$ cat src/rtl/pipe_skid_reg.sv
// Two-entry skid register: head drives the output, skid absorbs one word when
// downstream stalls. in_ready is decoded from registered state only, so there
// is no combinational path from out_ready to in_ready.
module pipe_skid_reg #(
  parameter int unsigned WIDTH = 32
) (
  input  logic             clk,
  input  logic             reset,
  input  logic             flush,
  input  logic             in_valid,
  input  logic [WIDTH-1:0] in_data,
  output logic             in_ready,
  output logic             out_valid,
  output logic [WIDTH-1:0] out_data,
  input  logic             out_ready,
  output logic [1:0]       level
);

  typedef enum logic [1:0] {
    EMPTY = 2'd0,
    BUSY  = 2'd1,
    FULL  = 2'd2
  } state_t;

  state_t           state, state_nxt;
  logic [WIDTH-1:0] head, head_nxt;
  logic [WIDTH-1:0] skid, skid_nxt;
  logic             accept, pop;

  assign in_ready  = (state != FULL);
  assign out_valid = (state != EMPTY);
  assign out_data  = head;
  assign level     = state;

  assign accept = in_valid & in_ready;
  assign pop    = out_valid & out_ready;

  // State and storage registers; reset outranks everything else.
  always_ff @(posedge clk) begin
    if (reset) begin
      state <= EMPTY;
      head  <= '0;
      skid  <= '0;
    end else begin
      state <= state_nxt;
      head  <= head_nxt;
      skid  <= skid_nxt;
    end
  end

  // Next-state and storage update; flush discards everything, including any
  // word offered in the same cycle.
  always_comb begin
    state_nxt = state;
    head_nxt  = head;
    skid_nxt  = skid;
    if (flush) begin
      state_nxt = EMPTY;
      head_nxt  = '0;
      skid_nxt  = '0;
    end else begin
      unique case (state)
        EMPTY: begin
          if (accept) begin
            head_nxt  = in_data;
            state_nxt = BUSY;
          end
        end
        BUSY: begin
          if (accept && !pop) begin
            skid_nxt  = in_data;
            state_nxt = FULL;
          end else if (pop && !accept) begin
            state_nxt = EMPTY;
          end else if (accept && pop) begin
            head_nxt  = in_data;
          end
        end
        FULL: begin
          if (pop) begin
            head_nxt  = skid;
            state_nxt = BUSY;
          end
        end
        default: begin
          state_nxt = EMPTY;
        end
      endcase
    end
  end

endmodule
$ cat config.mk
export PLATFORM = sky130hd
export DESIGN_NAME = pipe_skid_reg
export DESIGN_NICKNAME = d
export VERILOG_FILES = /design/src/rtl/pipe_skid_reg.sv
export SDC_FILE = /design/constraint.sdc
export NUM_CORES = 1
export LEC_CHECK = 0
export ABC_AREA = 1
export CAP_MARGIN = 20
export CORE_MARGIN = 3
export CORE_UTILIZATION = 41
export DETAILED_ROUTE_END_ITERATION = 10
export GPL_TIMING_DRIVEN = 0
export PLACE_DENSITY = 0.7
export RECOVER_POWER = 25
export SYNTH_ARGS = -nofsm -noshare
export SYNTH_HDL_FRONTEND = slang
export SYNTH_SLANG_ARGS = --single-unit
$ cat constraint.sdc
create_clock -name clk -period 1.8 [get_ports clk]
set_input_delay 0.45 -clock clk [delete_from_list [all_inputs] [get_ports clk]]
set_output_delay 0.45 -clock clk [all_outputs]
set_load 0.02 [all_outputs]
; ---- Yosys cells after proc, flatten, opt, wreduce, memory -nomap -nowiden
; Cells that the tools add are included.
[word_totals]
output_inout_bits = 36
ram_bits = 0
n_memories = 0
romBits = 0
input_bits = 37
register_bits = 66
latch_bits = 0
[classes]
mux = 11
n_reduce_logical = 12
multipliers = 0
n_shift = 0
n_eq_ne = 9
magnitude_cmp = 0
div_mod_pow = 0
add_sub_neg = 0
n_bitwise = 2
[op_table]
columns = cell, n
row1 = 32-bit 2-to-1 mux, 5
row2 = 32-bit one-hot mux with 3 select lines, 1
row3 = "2-bit inequality test, second input constant", 6
row4 = 2-bit 2-to-1 mux, 4
row5 = 2-bit one-hot mux with 3 select lines, 1
row6 = 6-bit AND reduction, 1
row7 = 1-bit logical AND, 3
row8 = "3-bit inequality test, second input constant", 1
row9 = 3-bit AND reduction, 1
row10 = 3-bit nonzero test, 1
row11 = 1-bit bitwise AND, 2
row12 = "2-bit by 1-bit equality test with 1-bit output, second input constant", 1
row13 = "2-bit equality test, second input constant", 1
row14 = 1-bit logical NOT, 2
row15 = 2-bit logical NOT, 1
row16 = 2-bit AND reduction, 1
row17 = 2-bit nonzero test, 1
row18 = 2-bit OR reduction, 1

; ---- Longest topological paths before layout
[depth]
word_depth = 7
ltp_mapped = 13

; ---- Worst setup path before layout
; Ideal clock, no wire load.
[synth_timing]
kind = reg-to-reg
start = register state[0], in the netlist level[0]
end = register head[0], in the netlist out_data[0]
t_arrival_ns = 1.917
period_less_slack_ns = 2.032
setup_time_ns = 0.115
stages_incl_launch_ff = 13
path_slack_ns = -0.232
required_time_ns = 1.685
path_cell_list = dfxtp_1 -> inv_2 -> nand2_2 -> buf_2 -> nand2_1 -> ha_1 -> nor2_1 -> nand3_1 -> nand2_2 -> buf_2 -> nand3_1 -> nand2_1 -> nor2_1
[synth_via]
elab_chain_cells = 6
[synth_rtl]
columns = element, line
row1 = from (decl), 25  ; state_t state, state_nxt;
row2 = from (signal assigned), 45  ; state <= state_nxt;
row3 = 2-bit inequality test *, 30  ; assign in_ready = (state != FULL);
row4 = named net in_ready, 12  ; output logic in_ready,
row5 = 1-bit bitwise AND *, 35  ; assign accept = in_valid & in_ready;
row6 = 1-bit logical NOT, 73  ; end else if (pop && !accept) begin
row7 = 1-bit logical AND, 73
row8 = 2-bit inequality test (no line), n/a
row9 = 6-bit AND reduction (no line) *, n/a
row10 = to (signal assigned), 46  ; head <= head_nxt;
row11 = to (decl), 26  ; logic [WIDTH-1:0] head, head_nxt;
; Mark *: on every way through the listed nets, which the timed path passes. The rest lies on a longest branch.
; A chain may end at the register's enable or synchronous reset.

; ---- Worst setup path in the final report
[layout_timing]
start = register head[7], in the netlist out_data[7]
end = output out_data[7]
[layout_lines]
columns = element, line
row1 = to (decl), 14  ; output logic [WIDTH-1:0] out_data,
; No word-level cell between the ends.

==> flow_summary_export.csv <==
group,metric,value,unit
clocking,cts_tree,"yes",
grt,first_global_vias,3094,
synth,syn_avg_cell_area,6.523,um2
outcome,status,"finished, final reports clean",
clocking,clock-sinks,66,
cells_and_area,nets,614,
sta,setup_viol,0,
placed_design,gp_congestion,0.8202,
grt,grt_pass1_wl,14.63,mm
power_and_ir_drop,seq_power_share,0.437,
setup_path,path_delay_family,"buffers and inverters",
cells_and_area,layout_common_cells,"nand2_1 (164), nand3_1 (65), clkdlybuf4s50_1 (65)",
sta,hold-worst-slack,0.4658,ns
cells_and_area,design_area,4436,um2
die,num_rows,31,
routing,initialDrtViolationCount,261,
synth,ys.flop_type,"dfxtp_1",
clocking,clock_latency,0.34,ns
setup_path,timing.critical_path.cells,"clkdlybuf4s50_1",
synth,async_flop_share,0,
die,die-area,8772,um2
synth,synth_edf_count,0,
routing,postRouteAntennaNets,0,
power_and_ir_drop,finalPower,3.509,mW
synth,syn_area,3151,um2
power_and_ir_drop,comb_power_share,0.173,
sta,fin_crit,1.766,ns
setup_path,slowest_stage,"clkdlybuf4s50_1",
die,coreArea,7370,um2
power_and_ir_drop,switching_power,967.6,uW
grt,antenna_found_initial,0,
cells_and_area,drive_gt1_frac,0.1295,
placed_design,io_buffers,72,
cells_and_area,area_delta_synth_final,40.79,%
sta,slew_headroom,0.6559,
setup_path,arrival,1.32,ns
grt,grt_usage,0.2095,
clocking,clk_path_buf_depth,2,
setup_path,cp_max_fo,2,
sta,fin_crit_sh,0.9809,
clocking,clk_pin_slew,0.08,ns
synth,synth_nets,523,
cells_and_area,final_common_cell,"nand2_1",
power_and_ir_drop,swShare,0.2758,
synth,ys_ff_latch,66,
die,initial_core_util,0.4275,
grt,gr-total-overflow,0,
setup_path,critPathMaxStageDelay,0.61,ns
power_and_ir_drop,power.internal,2.541,mW
placed_design,postPlaceCellArea,4040,um2
power_and_ir_drop,pwr-share-clk,0.390,
routing,routedWlPerCell,13.17,um
setup_path,critPathBufInv,1,
routing,routed-via-count,3383,
synth,syn-instance-count,483,
die,die_y,93.66,um
setup_path,path_class,"register to output pin",
clocking,cts-htree-levels,3,
clocking,cts_buffers,9,
job,drv_cap,0,
setup_path,required,1.35,ns
power_and_ir_drop,peakVddDrop,0.3933,mV
routing,vias_per_cell,4.990,
sta,slew_viol_final,0,
power_and_ir_drop,p_per_area,791.1,nW/um2
clocking,clockRootBuffer,"clkbuf_8",
cells_and_area,instances_no_fill,678,
setup_path,endpoint_kind,"output pin",
placed_design,hpwl,6.005,mm
setup_path,cp-start-kind,"register",
sta,fin_skew,0.007086,ns
sta,worst_slack,0.03432,ns
sta,worst_pin_slew,0.5161,ns
routing,firstDrtPassIters,5,
sta,hold_viol_final,0,
placed_design,pre_cts_ws,-0.4779,ns
grt,grt_start_max_net_pins,13,
placed_design,dp.cells,654,
power_and_ir_drop,p_leak,1.945,nW
cells_and_area,diodes,0,
synth,seq_area_frac_synth,0.4194,
routing,wirelength,8.927,mm
synth,synth_warnings,0,
die,die-width,93.66,um
min_path,hold_class,"register to register",
routing,drc,0,
synth,yosys.cell_types.count,17,
die,pin_count,73,
sta,fmax,566.4,MHz
==> sequential cells by signal, indices dropped and copies added, names as in the netlist <==
register	count
skid	32
level	2
out_data	32
==> cell usage after synthesis (2+ instances only) <==
library cell | count | area (um2)
nand3_1 | 66 | 330.3
ha_1 | 3 | 37.54
inv_1 | 39 | 146.4
buf_2 | 24 | 120.1
nand2_2 | 2 | 12.51
a21oi_1 | 65 | 325.3
nor2_2 | 2 | 12.51
inv_2 | 2 | 7.510
nor2_1 | 34 | 127.6
nand2_1 | 166 | 623.1
dfxtp_1 | 66 | 1321
buf_6 | 3 | 33.78
clkbuf_1 | 7 | 26.28
==> per-stage QoR <==
step,utilization,setup TNS [ns]
global route,0.6019,-0.00004552
detailed placement,0.5482,-27.93
finish,0.6019,0
CTS,0.5949,0
global placement,0.5482,-25.20
floorplan,-,0
==> power groups by stage <==
stage	Clock, mW	Sequential [mW]	Combinational (mW)
final	1.37	1.53	0.607
after global placement	0	1.56	0.562
after global routing	1.46	1.54	0.668
after floorplan	0	1.61	0.276
after CTS	1.38	1.53	0.595
after detailed placement	0	1.57	0.568
==> what timing repair did <==
item	CTS	global route
cloned	4	0
buffers inserted	5	0
pin swaps	2	5
hold buffers	0	0
gates resized for setup	23	26
hold endpoints to repair	0	0
setup endpoints to repair	68	65
==> area by class of cell <==
cell class                 instances  area, um2
buffer                            34      214.0
clock buffer                      11      162.7
clock inverter                     5      60.06
fill                             699       2934
inverter                          42      163.9
multi-input combinational        341       1609
sequential                        66       1329
tap                               99      123.9
timing repair buffer              80      773.2
==> worst paths after layout <==
path,endpoint,slack [ns],cells past startpoint,from
worst min register to register,skid[15],0.47,2,skid[15]
worst min-delay path,skid[15],0.47,2,skid[15]
worst max register to register,skid[18],0.10,10,level[1]
worst max-delay path,out_data[7],0.03,1,out_data[7]
==> cell families (layout without fill, tap and decap cells) <==
family          Yosys count  count (layout)  share of synthesized area
compound gates           66              66                     0.1056
buf+inv                  77             172                     0.1100
flops                    66              66                     0.4194
fa+ha+maj                 3               3                    0.01192
simple gates            271             272                     0.3531
==> routing by layer <==
layer	global-route usage	vias up	part of all wire
met3	0.02885	18	0.054
met1	0.2822	1540	0.44
met5	0	-	0
met4	0.09747	0	0.021
met2	0.3317	119	0.48
li1	-	1706	-
Power figures use the tool's default switching activity.
